[config.mk]
export PLATFORM = sky130hd
export DESIGN_NAME = pc_sequencer
export DESIGN_NICKNAME = d
export VERILOG_FILES = /design/src/rtl/pc_seq_pkg.sv /design/src/rtl/ras_stack.sv /design/src/rtl/pc_sequencer.sv
export SDC_FILE = /design/constraint.sdc
export NUM_CORES = 1
export LEC_CHECK = 0
export ABC_AREA = 1
export BUFFER_PORTS_ARGS = -buffer_cell sky130_fd_sc_hd__buf_2
export CORE_ASPECT_RATIO = 0.7
export CORE_MARGIN = 2
export CORE_UTILIZATION = 25
export DETAILED_ROUTE_END_ITERATION = 12
export SYNTH_ARGS = -nofsm -noshare
export SYNTH_HDL_FRONTEND = slang
export SYNTH_SLANG_ARGS = --single-unit
[constraint.sdc]
create_clock -name clk -period 2.35 [get_ports clk]
set_input_delay 0.47 -clock clk [delete_from_list [all_inputs] [get_ports clk]]
set_output_delay 0.47 -clock clk [all_outputs]
set_load 0.05 [all_outputs]
[src/rtl/pc_seq_pkg.sv]
// Shared definitions for the program-counter sequencer: opcodes, FSM state
// encoding and default widths.
package pc_seq_pkg;

    localparam int unsigned PC_W_DEF = 8;
    localparam int unsigned OP_W     = 3;
    localparam int unsigned ST_W     = 2;

    // Instruction classes; 3'b110 and 3'b111 decode as SEQ.
    localparam logic [OP_W-1:0] OP_SEQ  = 3'd0;
    localparam logic [OP_W-1:0] OP_JMP  = 3'd1;
    localparam logic [OP_W-1:0] OP_BZ   = 3'd2;
    localparam logic [OP_W-1:0] OP_CALL = 3'd3;
    localparam logic [OP_W-1:0] OP_RET  = 3'd4;
    localparam logic [OP_W-1:0] OP_HALT = 3'd5;

    // FSM state encoding.
    localparam logic [ST_W-1:0] ST_FETCH = 2'd0;
    localparam logic [ST_W-1:0] ST_EXEC  = 2'd1;
    localparam logic [ST_W-1:0] ST_HALT  = 2'd2;

endpackage

[src/rtl/ras_stack.sv]
// Return-address stack (LIFO). Only the pointer is reset; entries are not.
// Ports: clk, RST (sync, active-low), push/din write at index depth,
// pop removes entry depth-1, dout shows the top entry, depth/full/empty status.
module ras_stack
    import pc_seq_pkg::*;
#(
    parameter int unsigned PC_W        = PC_W_DEF,
    parameter int unsigned STACK_DEPTH = 4
) (
    input  logic                         clk,
    input  logic                         RST,
    input  logic                         push,
    input  logic                         pop,
    input  logic [PC_W-1:0]              din,
    output logic [PC_W-1:0]              dout,
    output logic [$clog2(STACK_DEPTH):0] depth,
    output logic                         full,
    output logic                         empty
);

    localparam int unsigned AW = $clog2(STACK_DEPTH);
    localparam int unsigned DW = AW + 1;

    logic [PC_W-1:0] mem [STACK_DEPTH];
    logic [DW-1:0]   sp;
    logic [AW-1:0]   wr_idx;
    logic [AW-1:0]   rd_idx;

    // Power-of-two depth means the truncated index always lands in range.
    assign wr_idx = AW'(sp);
    assign rd_idx = AW'(sp - DW'(1));

    assign dout  = mem[rd_idx];
    assign depth = sp;
    assign full  = (sp == DW'(STACK_DEPTH));
    assign empty = (sp == '0);

    // Stack pointer; push and pop are ignored at the full/empty limits.
    always_ff @(posedge clk) begin
        if (!RST) begin
            sp <= '0;
        end else if (push && !full) begin
            sp <= sp + DW'(1);
        end else if (pop && !empty) begin
            sp <= sp - DW'(1);
        end
    end

    // Entry storage, deliberately left out of reset.
    always_ff @(posedge clk) begin
        if (RST && push && !full) begin
            mem[wr_idx] <= din;
        end
    end

endmodule

[src/rtl/pc_sequencer.sv]
// FETCH/EXEC/HALT control FSM producing the PC load value each clock.
// Ports: clk, RST (sync, active-low), pc_cur (PC feedback), pc_next (PC load),
// fetch_req/instr_valid handshake with op/target/zero_flag, halted,
// stack_err (sticky), sp_depth (return-stack occupancy).
module pc_sequencer
    import pc_seq_pkg::*;
#(
    parameter int unsigned PC_W        = PC_W_DEF,
    parameter int unsigned STACK_DEPTH = 4
) (
    input  logic                         clk,
    input  logic                         RST,
    input  logic [PC_W-1:0]              pc_cur,
    output logic [PC_W-1:0]              pc_next,
    output logic                         fetch_req,
    input  logic                         instr_valid,
    input  logic [OP_W-1:0]              op,
    input  logic [PC_W-1:0]              target,
    input  logic                         zero_flag,
    output logic                         halted,
    output logic                         stack_err,
    output logic [$clog2(STACK_DEPTH):0] sp_depth
);

    logic [ST_W-1:0] state;
    logic [ST_W-1:0] state_nxt;
    logic [OP_W-1:0] lat_op;
    logic [PC_W-1:0] lat_target;
    logic            lat_zero;

    logic            load;
    logic            push;
    logic            pop;
    logic            err_set;
    logic [PC_W-1:0] pc_inc;
    logic [PC_W-1:0] ras_dout;
    logic            ras_full;
    logic            ras_empty;

    assign pc_inc = pc_cur + PC_W'(1);

    ras_stack #(
        .PC_W        (PC_W),
        .STACK_DEPTH (STACK_DEPTH)
    ) u_ras (
        .clk   (clk),
        .RST   (RST),
        .push  (push),
        .pop   (pop),
        .din   (pc_inc),
        .dout  (ras_dout),
        .depth (sp_depth),
        .full  (ras_full),
        .empty (ras_empty)
    );

    // State, latched instruction and sticky error flag.
    always_ff @(posedge clk) begin
        if (!RST) begin
            state      <= ST_FETCH;
            lat_op     <= OP_SEQ;
            lat_target <= '0;
            lat_zero   <= 1'b0;
            stack_err  <= 1'b0;
        end else begin
            state <= state_nxt;
            if (load) begin
                lat_op     <= op;
                lat_target <= target;
                lat_zero   <= zero_flag;
            end
            if (err_set) begin
                stack_err <= 1'b1;
            end
        end
    end

    // Next-state, next-PC and stack control decode.
    always_comb begin
        state_nxt = state;
        pc_next   = pc_cur;
        fetch_req = 1'b0;
        halted    = 1'b0;
        load      = 1'b0;
        push      = 1'b0;
        pop       = 1'b0;
        err_set   = 1'b0;

        case (state)
            ST_FETCH: begin
                fetch_req = 1'b1;
                if (instr_valid) begin
                    load      = 1'b1;
                    state_nxt = ST_EXEC;
                end
            end
            ST_EXEC: begin
                state_nxt = ST_FETCH;
                case (lat_op)
                    OP_JMP:  pc_next = lat_target;
                    OP_BZ:   pc_next = lat_zero ? lat_target : pc_inc;
                    OP_CALL: begin
                        if (ras_full) begin
                            err_set   = 1'b1;
                            state_nxt = ST_HALT;
                        end else begin
                            push    = 1'b1;
                            pc_next = lat_target;
                        end
                    end
                    OP_RET: begin
                        if (ras_empty) begin
                            err_set   = 1'b1;
                            state_nxt = ST_HALT;
                        end else begin
                            pop     = 1'b1;
                            pc_next = ras_dout;
                        end
                    end
                    OP_HALT: state_nxt = ST_HALT;
                    default: pc_next = pc_inc;
                endcase
            end
            ST_HALT: begin
                halted    = 1'b1;
                state_nxt = ST_HALT;
            end
            default: state_nxt = ST_FETCH;
        endcase

        // Reset overrides everything and drops any in-flight stack operation.
        if (!RST) begin
            pc_next   = pc_cur;
            fetch_req = 1'b0;
            halted    = 1'b0;
            load      = 1'b0;
            push      = 1'b0;
            pop       = 1'b0;
            err_set   = 1'b0;
        end
    end

endmodule
==> results of run 1 <==
cell usage after synthesis (4+ instances only):
library cell	instances	area (sq um)
nor2_1	32	120
o31ai_1	5	37.5
dfxtp_1	18	360
buf_2	7	35.0
a21oi_1	6	30.0
inv_1	24	90.1
ha_1	7	87.6
nand2_1	102	383
edfxtp_1	32	961
nand4_1	6	37.5
nand2_2	6	37.5
inv_2	5	18.8
o21ai_0	15	75.1
xor2_1	4	35.0
nand3_1	30	150
state kept, by name (all words and copies together), names as in the netlist:
name         cells
u_ras.mem       32
lat_zero         1
lat_target       8
u_ras.depth      3
stack_err        1
state            2
lat_op           3
repair_timing:
| action | CTS | global route |
|---|---|---|
| setup endpoints to repair | 8 | 8 |
| setup buffers | 5 | 7 |
| resized for setup | 21 | 41 |
| cloned | 1 | 0 |
| hold endpoints to repair | 0 | 0 |
| pin swaps | 4 | 22 |
layout make-up:
type	instances	area (sq um)	area share
inverter	31	138	0.0386
tap	132	165	0.0463
sequential	50	1330	0.373
clock inverter	3	21.3	0.00596
clock buffer	5	125	0.0351
multi-input combinational	233	1320	0.370
timing repair buffer	63	468	0.131
stage by stage:
| stage | instances | instance area [sq um] |
|---|---|---|
| floorplan | 322 | 2730 |
| global placement | 496 | 3120 |
| detailed placement | 496 | 3120 |
| CTS | 510 | 3390 |
| global route | 517 | 3570 |
| finish | 517 | 3570 |
metal layers:
layer	GRT usage	wire length, um	up-vias	part of all wire
met5	0	0	-	0
met4	0.0302	42	0	0.0057
met3	0.0381	377	4	0.051
met2	0.186	3160	62	0.43
met1	0.186	3800	1107	0.51
li1	-	-	1189	-
worst max-delay path, stage by stage (launching register included):
cell and delay (ns):
dfxtp_2 0.35, inv_1 0.19, nand4_1 0.30, nand2_2 0.22
nand2_1 0.08, nand2_1 0.06, nor2_1 0.05, nand2_1 0.05
o21a_2 0.14, buf_8 0.14
worst max-delay path by stage:
| stage | startpoint | endpoint | slack (ns) | cells after the start |
|---|---|---|---|---|
| floorplan | u_ras.depth[0]$_SDFFE_PN0P_ | pc_next[6] | -0.01 | 13 |
| global placement | pc_cur[1] | pc_next[6] | 0.04 | 9 |
| detailed placement | pc_cur[1] | pc_next[6] | 0.02 | 9 |
| CTS | u_ras.depth[1]$_SDFFE_PN0P_ | pc_next[0] | 0.03 | 11 |
| global route | u_ras.depth[0]$_SDFFE_PN0P_ | pc_next[0] | -0.1 | 11 |
| finish | lat_op[0]$_SDFFE_PN0P_ | pc_next[2] | 0.006 | 9 |
logic make-up after synthesis:
kind of cell / after synthesis / share of synthesized area
compound gates: 35 / 0.0792
xor+xnor: 4 / 0.0132
fa+ha+maj: 7 / 0.0330
buf+inv: 40 / 0.0651
flops: 50 / 0.498
simple gates: 186 / 0.311
power by group through the flow:
| stage | combinational, mW | clock (mW) | sequential [mW] |
|---|---|---|---|
| 6_report | 0.363 | 0.722 | 0.966 |
| 5_1_grt | 0.391 | 0.783 | 0.968 |
| 4_1_cts | 0.333 | 0.733 | 0.965 |
| 3_5_place_dp | 0.289 | 0 | 0.984 |
| 3_3_place_gp | 0.287 | 0 | 0.983 |
| 2_1_floorplan | 0.196 | 0 | 0.985 |
==> flow_metrics.env, run 1 <==
export IMPL_worst_slew_pin_slew_ns=0.409
export IMPL_clk_pin_slew_ns=0.07
export IMPL_power_switching_share=0.277
export IMPL_ys_types=32
export IMPL_r2r_start="state[1]$_SDFFE_PN0P_"
export IMPL_hpwl_mm=5.06
export IMPL_grt_overflow_total=0
export IMPL_ir_worst_vdd_uv=287
export IMPL_ff2ff_path_depth=6
export IMPL_fp_dieW_um=127
export IMPL_p_int_mw=1.48
export IMPL_final_cell_mix="nand2_1, edfxtp_1, buf_2"
export IMPL_cts_tree="built"
export IMPL_grt_pass1_wl_mm=11.5
export IMPL_hold_ws_ns=0.370
export IMPL_vias_per_cell=4.57
export IMPL_p_seq_frac=0.471
export IMPL_switching_power_mw=0.569
export IMPL_final_util=0.346
export IMPL_area_growth_pct=34.5
export IMPL_first_global_vias=2314
export IMPL_startpoint_type="flip-flop"
export IMPL_finalPower_mw=2.05
export IMPL_drv_slew=0
export IMPL_wl_per_cell_um=14.3
export IMPL_rsz0062_at_grt="true"
export IMPL_hp_start="target[0]"
export IMPL_hold_end="lat_target[0]$_SDFFE_PN0P_"
export IMPL_die_y_um=90.2
export IMPL_totalWireLength_mm=7.38
export IMPL_p_comb_frac=0.177
export IMPL_finClkSkew_ns=0.00832
export IMPL_hold_viol=0
export IMPL_postSynthCellCount=322
export IMPL_io_buffer_count=36
export IMPL_clk_latency_ns=0.29
export IMPL_ys_ff_latch=50
export IMPL_cts_root_buf="clkbuf_16"
export IMPL_maxSlewHeadroom=0.727
export IMPL_final_min_clock_period_ns=2.34
export IMPL_coreArea_sq_mm=0.0103
export IMPL_setup_viol=0
export IMPL_drt_iter0_drc=171
export IMPL_ys_warn_count=0
export IMPL_syn_num_nets=352
export IMPL_synth_flop_cell="edfxtp_1"
export IMPL_insertedDiodeCount=0
export IMPL_cp_arrival_ns=1.87
export IMPL_worstPathMaxFanout=6
export IMPL_crit_type="reg2out"
export IMPL_fp_row_count=31
export IMPL_initial_core_util=0.257
export IMPL_route_vias_total=2362
export IMPL_clk_path_buf_depth=2
export IMPL_htree_levels=2
export IMPL_cp_end_kind="output port"
export IMPL_timing_final_ws_setup_ns=0.00633
export IMPL_fin_tns_setup_ns=0
export IMPL_synth_edf_count=32
export IMPL_min_path_cells=3
export IMPL_rrSetupSlack_ns=0.55
export IMPL_final_common_cell="nand2_1"
export IMPL_timing_rr_end="u_ras.mem[3][4]$_DFFE_PP_"
export IMPL_synth_async_reset_ratio=0
export IMPL_hp_class="in2reg"
export IMPL_ant_nets=0
export IMPL_leakagePower_nw=1.51
export IMPL_grt_start_max_net_pins=26
export IMPL_ios=37
export IMPL_gp_congestion=0.857
export IMPL_nFillCells=1046
export IMPL_power_density_mw_per_mm2=575
export IMPL_grt_total_usage=0.128
export IMPL_seq_area_frac_synth=0.498
export IMPL_antenna_found_initial=0
export IMPL_post_route_period_util=0.997
export IMPL_worstPathRequired_ns=1.88
export IMPL_layout_drive_gt1_share=0.332
export IMPL_max_freq_ghz=0.427
export IMPL_clkSinkCount=50
export IMPL_dr_pass1_iters=5
export IMPL_post_place_ws_ns=0.0204
export IMPL_syn_area_per_cell_sq_um=8.24
export IMPL_holdBufCountCts=0
export IMPL_cts_made_buffers=5
export IMPL_final_nets=414
export IMPL_drc_errors=0
export IMPL_syn_cell_area_sq_mm=0.00265
export IMPL_max_cap_viol_count=0
export IMPL_power_frac_clock=0.352
export IMPL_die_area_sq_mm=0.0115
export IMPL_outcome="finished, final reports clean"
No activity file was read; power rests on OpenSTA's default activity.
==> run 2: changes to the inputs <==
- REMOVE_ABC_BUFFERS: not set -> 1
==> flow_metrics.env, run 2 (synthesis results as in run 1) <==
export IMPL_cts_tree="built"
export IMPL_grt_start_max_net_pins=26
export IMPL_clk_path_buf_depth=2
export IMPL_antenna_found_initial=0
export IMPL_rsz0062_at_grt="true"
export IMPL_hpwl_mm=4.88
export IMPL_drc_errors=0
export IMPL_power_density_mw_per_mm2=603
export IMPL_finClkSkew_ns=0.00536
export IMPL_drt_iter0_drc=181
export IMPL_wl_per_cell_um=14.1
export IMPL_vias_per_cell=4.64
export IMPL_maxSlewHeadroom=0.739
export IMPL_max_freq_ghz=0.425
export IMPL_final_nets=413
export IMPL_final_cell_mix="nand2_1, edfxtp_1, nand3_1, buf_2, nor2_1"
export IMPL_ios=37
export IMPL_startpoint_type="flip-flop"
export IMPL_timing_final_ws_setup_ns=-0.00300
export IMPL_cts_made_buffers=5
export IMPL_final_common_cell="nand2_1"
export IMPL_holdBufCountCts=0
export IMPL_hold_viol=0
export IMPL_ir_worst_vdd_uv=278
export IMPL_insertedDiodeCount=0
export IMPL_critPathMaxStageDelay_ns=0.35
export IMPL_fp_row_count=31
export IMPL_wl_met1_mm=3.73
export IMPL_reg_top3="u_ras.mem (32), lat_target (8)"
export IMPL_grt_overflow_total=0
export IMPL_area_growth_pct=36.1
export IMPL_route_vias_total=2395
export IMPL_cp_end_kind="output port"
export IMPL_largest_reg_flops=32
export IMPL_die_y_um=90.2
export IMPL_worst_slew_pin_slew_ns=0.390
export IMPL_path_cells="inv_4, ha_4, clkinv_8, buf_8, nand2_2, nand3_1, nand4_1, nand3_1, nand2_1, nand2_1, buf_6"
export IMPL_ant_nets=0
export IMPL_first_global_vias=2196
export IMPL_clk_pin_slew_ns=0.07
export IMPL_initial_core_util=0.257
export IMPL_io_buffer_count=36
export IMPL_crit_family="simple AND/OR/NAND/NOR gates"
export IMPL_wl_met3_um=479
export IMPL_max_cap_viol_count=0
export IMPL_nFillCells=1068
export IMPL_worstPathRequired_ns=1.88
export IMPL_finalPower_mw=2.18
export IMPL_crit_slowest_cell="dfxtp_2"
export IMPL_crit_type="reg2out"
export IMPL_coreArea_sq_mm=0.0103
export IMPL_clk_latency_ns=0.30
export IMPL_path_buf_inv=4
export IMPL_leakagePower_nw=1.51
export IMPL_post_route_period_util=1.00
export IMPL_drv_slew=0
export IMPL_wl_met2_mm=2.97
export IMPL_setup_viol=1
export IMPL_hp_class="in2reg"
export IMPL_layout_drive_gt1_share=0.313
export IMPL_clkSinkCount=50
export IMPL_largest_register="u_ras.mem"
export IMPL_totalWireLength_mm=7.25
export IMPL_outcome="finished with violations"
export IMPL_cts_root_buf="clkbuf_16"
export IMPL_final_min_clock_period_ns=2.35
export IMPL_hold_ws_ns=0.368
export IMPL_cp_arrival_ns=1.88
export IMPL_dr_pass1_iters=5
export IMPL_die_area_sq_mm=0.0115
export IMPL_routed_top_layer="met4"
export IMPL_gp_congestion=0.905
export IMPL_grt_total_usage=0.121
export IMPL_fp_dieW_um=127
export IMPL_htree_levels=2
export IMPL_grt_pass1_wl_mm=11.0
export IMPL_worstPathMaxFanout=6
export IMPL_violations="setup timing"
==> run 2: power breakdown <==
| group | switching (mW) | total [mW] | internal [mW] |
|---|---|---|---|
| Combinational | 0.224 | 0.363 | 0.139 |
| Sequential | 0.0132 | 0.968 | 0.955 |
| Clock | 0.339 | 0.844 | 0.505 |
==> run 2: layer usage <==
metal / vias to the layer above / track usage
li1: 1185 / -
met1: 1122 / 0.182
met2: 78 / 0.171
met3: 10 / 0.0321
met4: 0 / 0.0266
met5: - / 0
==> run 2: final cells by class <==
class                   instances  area, sq um  area share
clock buffers                   5          125      0.0347
clock inverters                 3         43.8      0.0121
inverters                      31          138      0.0381
multi-input cells             233         1320       0.367
flip-flops and latches         50         1330       0.368
well taps                     132          165      0.0458
repair buffers                 62          487       0.135
==> run 2: repair_timing <==
action | in CTS | in global routing
setup endpoints to repair | 8 | 8
gates cloned | 0 | 2
gates resized for setup | 20 | 56
pin swaps | 3 | 24
buffers inserted | 5 | 7
==> run 2: path summary, 6_finish.rpt <==
check                                                 start                          to  slack (ns)  cells past startpoint
worst max register to register        state[1]$_SDFFE_PN0P_   u_ras.mem[3][3]$_DFFE_PP_        0.53                      6
worst max-delay path            u_ras.depth[1]$_SDFFE_PN0P_                  pc_next[1]      -0.003                     11
worst min-delay path                                  op[2]      lat_op[2]$_SDFFE_PN0P_        0.37                      3
worst min register to register   lat_target[0]$_SDFFE_PN0P_  lat_target[0]$_SDFFE_PN0P_        0.48                      2
==> run 2: per-stage QoR <==
stage | utilization | area (sq um) | cells | worst slack [ns] | setup TNS, ns
after floorplan | - | 2600 | 313 | -1.06 | -12.41
after global placement | 0.295 | 3040 | 494 | 0.125 | 0
after CTS | 0.323 | 3330 | 507 | 0.00163 | 0
after global routing | 0.350 | 3610 | 516 | -0.0550 | -0.231
after detailed placement | 0.295 | 3040 | 494 | 0.0776 | 0
final | 0.350 | 3610 | 516 | -0.00300 | -0.00300
==> run 2: worst register-to-register path, cell delays in order, from the launching register on <==
cell and delay [ns]:
dfxtp_1 0.32, inv_1 0.07, nand3_1 0.11, inv_1 0.32
buf_4 0.22, nand3_1 0.12, inv_1 0.32
==> run 3: changes to the inputs <==
- PLACE_DENSITY: not set -> 0.52
==> flow_metrics.env, run 3 (synthesis results as in run 1) <==
export IMPL_outcome="finished with violations"
export IMPL_violations="setup timing"
export IMPL_setup_viol=2
export IMPL_drt_iter0_drc=192
export IMPL_fp_row_count=31
export IMPL_startpoint_type="flip-flop"
export IMPL_wl_per_cell_um=14.3
export IMPL_insertedDiodeCount=0
export IMPL_leakagePower_nw=1.53
export IMPL_clkSinkCount=50
export IMPL_timing_final_ws_setup_ns=-0.0108
export IMPL_post_route_period_util=1.00
export IMPL_io_buffer_count=36
export IMPL_layout_drive_gt1_share=0.332
export IMPL_final_cell_mix="nand2_1, edfxtp_1, buf_2"
export IMPL_ir_worst_vdd_uv=242
export IMPL_finClkSkew_ns=0.00733
export IMPL_cts_tree="built"
export IMPL_coreArea_sq_mm=0.0103
export IMPL_post_place_ws_ns=0.0344
export IMPL_rsz0062_at_grt="true"
export IMPL_area_growth_pct=36.5
export IMPL_power_frac_clock=0.365
export IMPL_max_cap_viol_count=0
export IMPL_cts_root_buf="clkbuf_16"
export IMPL_vias_per_cell=4.57
export IMPL_r2r_start="state[1]$_SDFFE_PN0P_"
export IMPL_hold_ws_ns=0.367
export IMPL_p_comb_frac=0.172
export IMPL_clk_latency_ns=0.30
export IMPL_crit_end="pc_next[4]"
export IMPL_instances_no_fill=520
export IMPL_fp_dieW_um=127
export IMPL_ios=37
export IMPL_final_common_cell="nand2_1"
export IMPL_antenna_found_initial=0
export IMPL_largest_reg_flops=32
export IMPL_hpwl_mm=5.24
export IMPL_final_util=0.351
export IMPL_ant_nets=0
export IMPL_cp_end_kind="output port"
export IMPL_hold_viol=0
export IMPL_rrSetupSlack_ns=0.54
export IMPL_initial_core_util=0.257
export IMPL_first_global_vias=2292
export IMPL_dr_pass1_iters=6
export IMPL_switching_power_mw=0.593
export IMPL_finalPower_mw=2.09
export IMPL_timing_rr_end="u_ras.mem[3][6]$_DFFE_PP_"
export IMPL_drc_errors=0
export IMPL_worstPathRequired_ns=1.88
export IMPL_max_freq_ghz=0.424
export IMPL_grt_pass1_wl_mm=11.8
export IMPL_grt_total_usage=0.131
export IMPL_drv_slew=0
export IMPL_holdBufCountCts=0
export IMPL_totalWireLength_mm=7.45
export IMPL_nFillCells=1062
export IMPL_gp_congestion=0.827
export IMPL_power_switching_share=0.284
export IMPL_clk_pin_slew_ns=0.07
export IMPL_p_seq_frac=0.463
export IMPL_grt_overflow_total=0
export IMPL_p_int_mw=1.49
export IMPL_largest_register="u_ras.mem"
export IMPL_final_min_clock_period_ns=2.36
export IMPL_worstPathMaxFanout=5
export IMPL_maxSlewHeadroom=0.712
export IMPL_hp_class="in2reg"
export IMPL_htree_levels=2
export IMPL_die_area_sq_mm=0.0115
export IMPL_reg_top3="u_ras.mem (32), lat_target (8)"
export IMPL_crit_start="u_ras.depth[1]$_SDFFE_PN0P_"
export IMPL_route_vias_total=2375
export IMPL_final_nets=417
export IMPL_worst_slew_pin_slew_ns=0.432
export IMPL_clk_path_buf_depth=2
export IMPL_ff2ff_path_depth=6
export IMPL_cp_arrival_ns=1.89
export IMPL_power_density_mw_per_mm2=576
export IMPL_die_y_um=90.2
export IMPL_cts_made_buffers=5
export IMPL_crit_type="reg2out"
export IMPL_numPlacedInstances=497
export IMPL_grt_start_max_net_pins=26
[run 3: cell types whose count changed in the layout (fill, tap and decap cells not counted), moves of 2 or more]
cell     delta
nand3_2     +2
nand2_1     -4
buf_4       +5
nand2_2     +5
inv_2       +2
a21oi_2     +2
o21ai_2     -5
a21oi_1     -2
nand3_1     -3
o21ai_1     +4
[run 3: repair_timing]
item / 4_1_cts / 5_1_grt
gates cloned: 1 / 1
pin swaps: 6 / 35
endpoints found under the setup margin: 8 / 8
gates resized for setup: 22 / 55
setup buffers: 6 / 7
[run 3: per-stage QoR]
stage,setup TNS (ns),instance area (sq um)
2_1_floorplan,-12.41,2600
6_report,-0.0157,3620
3_5_place_dp,0,3060
3_3_place_gp,0,3060
4_1_cts,0,3340
5_1_grt,-0.626,3620
[run 3: cell type report]
type / instances / area [sq um] / area share
multi-input combinational: 233 / 1340 / 0.369
sequential: 50 / 1330 / 0.367
timing repair buffer: 66 / 504 / 0.139
tap: 132 / 165 / 0.0456
inverter: 31 / 135 / 0.0373
clock buffer: 5 / 125 / 0.0346
clock inverter: 3 / 26.3 / 0.00726
[run 3: worst min path at each step]
| stage | slack, ns | from | endpoint | cells after the start |
|---|---|---|---|---|
| global route | 0.37 | target[2] | lat_target[2]$_SDFFE_PN0P_ | 3 |
| global placement | 0.46 | lat_target[3]$_SDFFE_PN0P_ | lat_target[3]$_SDFFE_PN0P_ | 2 |
| detailed placement | 0.47 | lat_target[3]$_SDFFE_PN0P_ | lat_target[3]$_SDFFE_PN0P_ | 2 |
| CTS | 0.36 | op[1] | lat_op[1]$_SDFFE_PN0P_ | 3 |
| floorplan | 0.45 | lat_target[0]$_SDFFE_PN0P_ | lat_target[0]$_SDFFE_PN0P_ | 2 |
| finish | 0.37 | op[1] | lat_op[1]$_SDFFE_PN0P_ | 3 |
[run 3: worst max-delay path, stage by stage, from the launching register on]
cell      delay [ns]
dfxtp_2         0.33
inv_2           0.06
ha_4            0.16
nand2_1         0.11
nand3_2         0.13
clkinv_4        0.11
buf_4           0.14
nand4_1         0.13
nand3_2         0.10
nand2_1         0.06
nand2_2         0.11
buf_8           0.15
[run 3: power by group through the flow]
stage          combinational (mW)  sequential, mW  clock [mW]
6_report                    0.358           0.967       0.761
5_1_grt                     0.390           0.969       0.805
4_1_cts                     0.320           0.966       0.775
3_5_place_dp                0.281           0.985           0
3_3_place_gp                0.280           0.984           0
2_1_floorplan               0.175           0.986           0
[run 3: per-layer routing]
| metal | wire length [um] | up-vias | GRT usage | share of wire |
|---|---|---|---|---|
| met1 | 3970 | 1105 | 0.208 | 0.53 |
| met4 | 49 | 0 | 0.0311 | 0.0066 |
| met3 | 422 | 7 | 0.0292 | 0.057 |
| met2 | 3010 | 70 | 0.176 | 0.40 |
| li1 | - | 1193 | - | - |
| met5 | 0 | - | 0 | 0 |
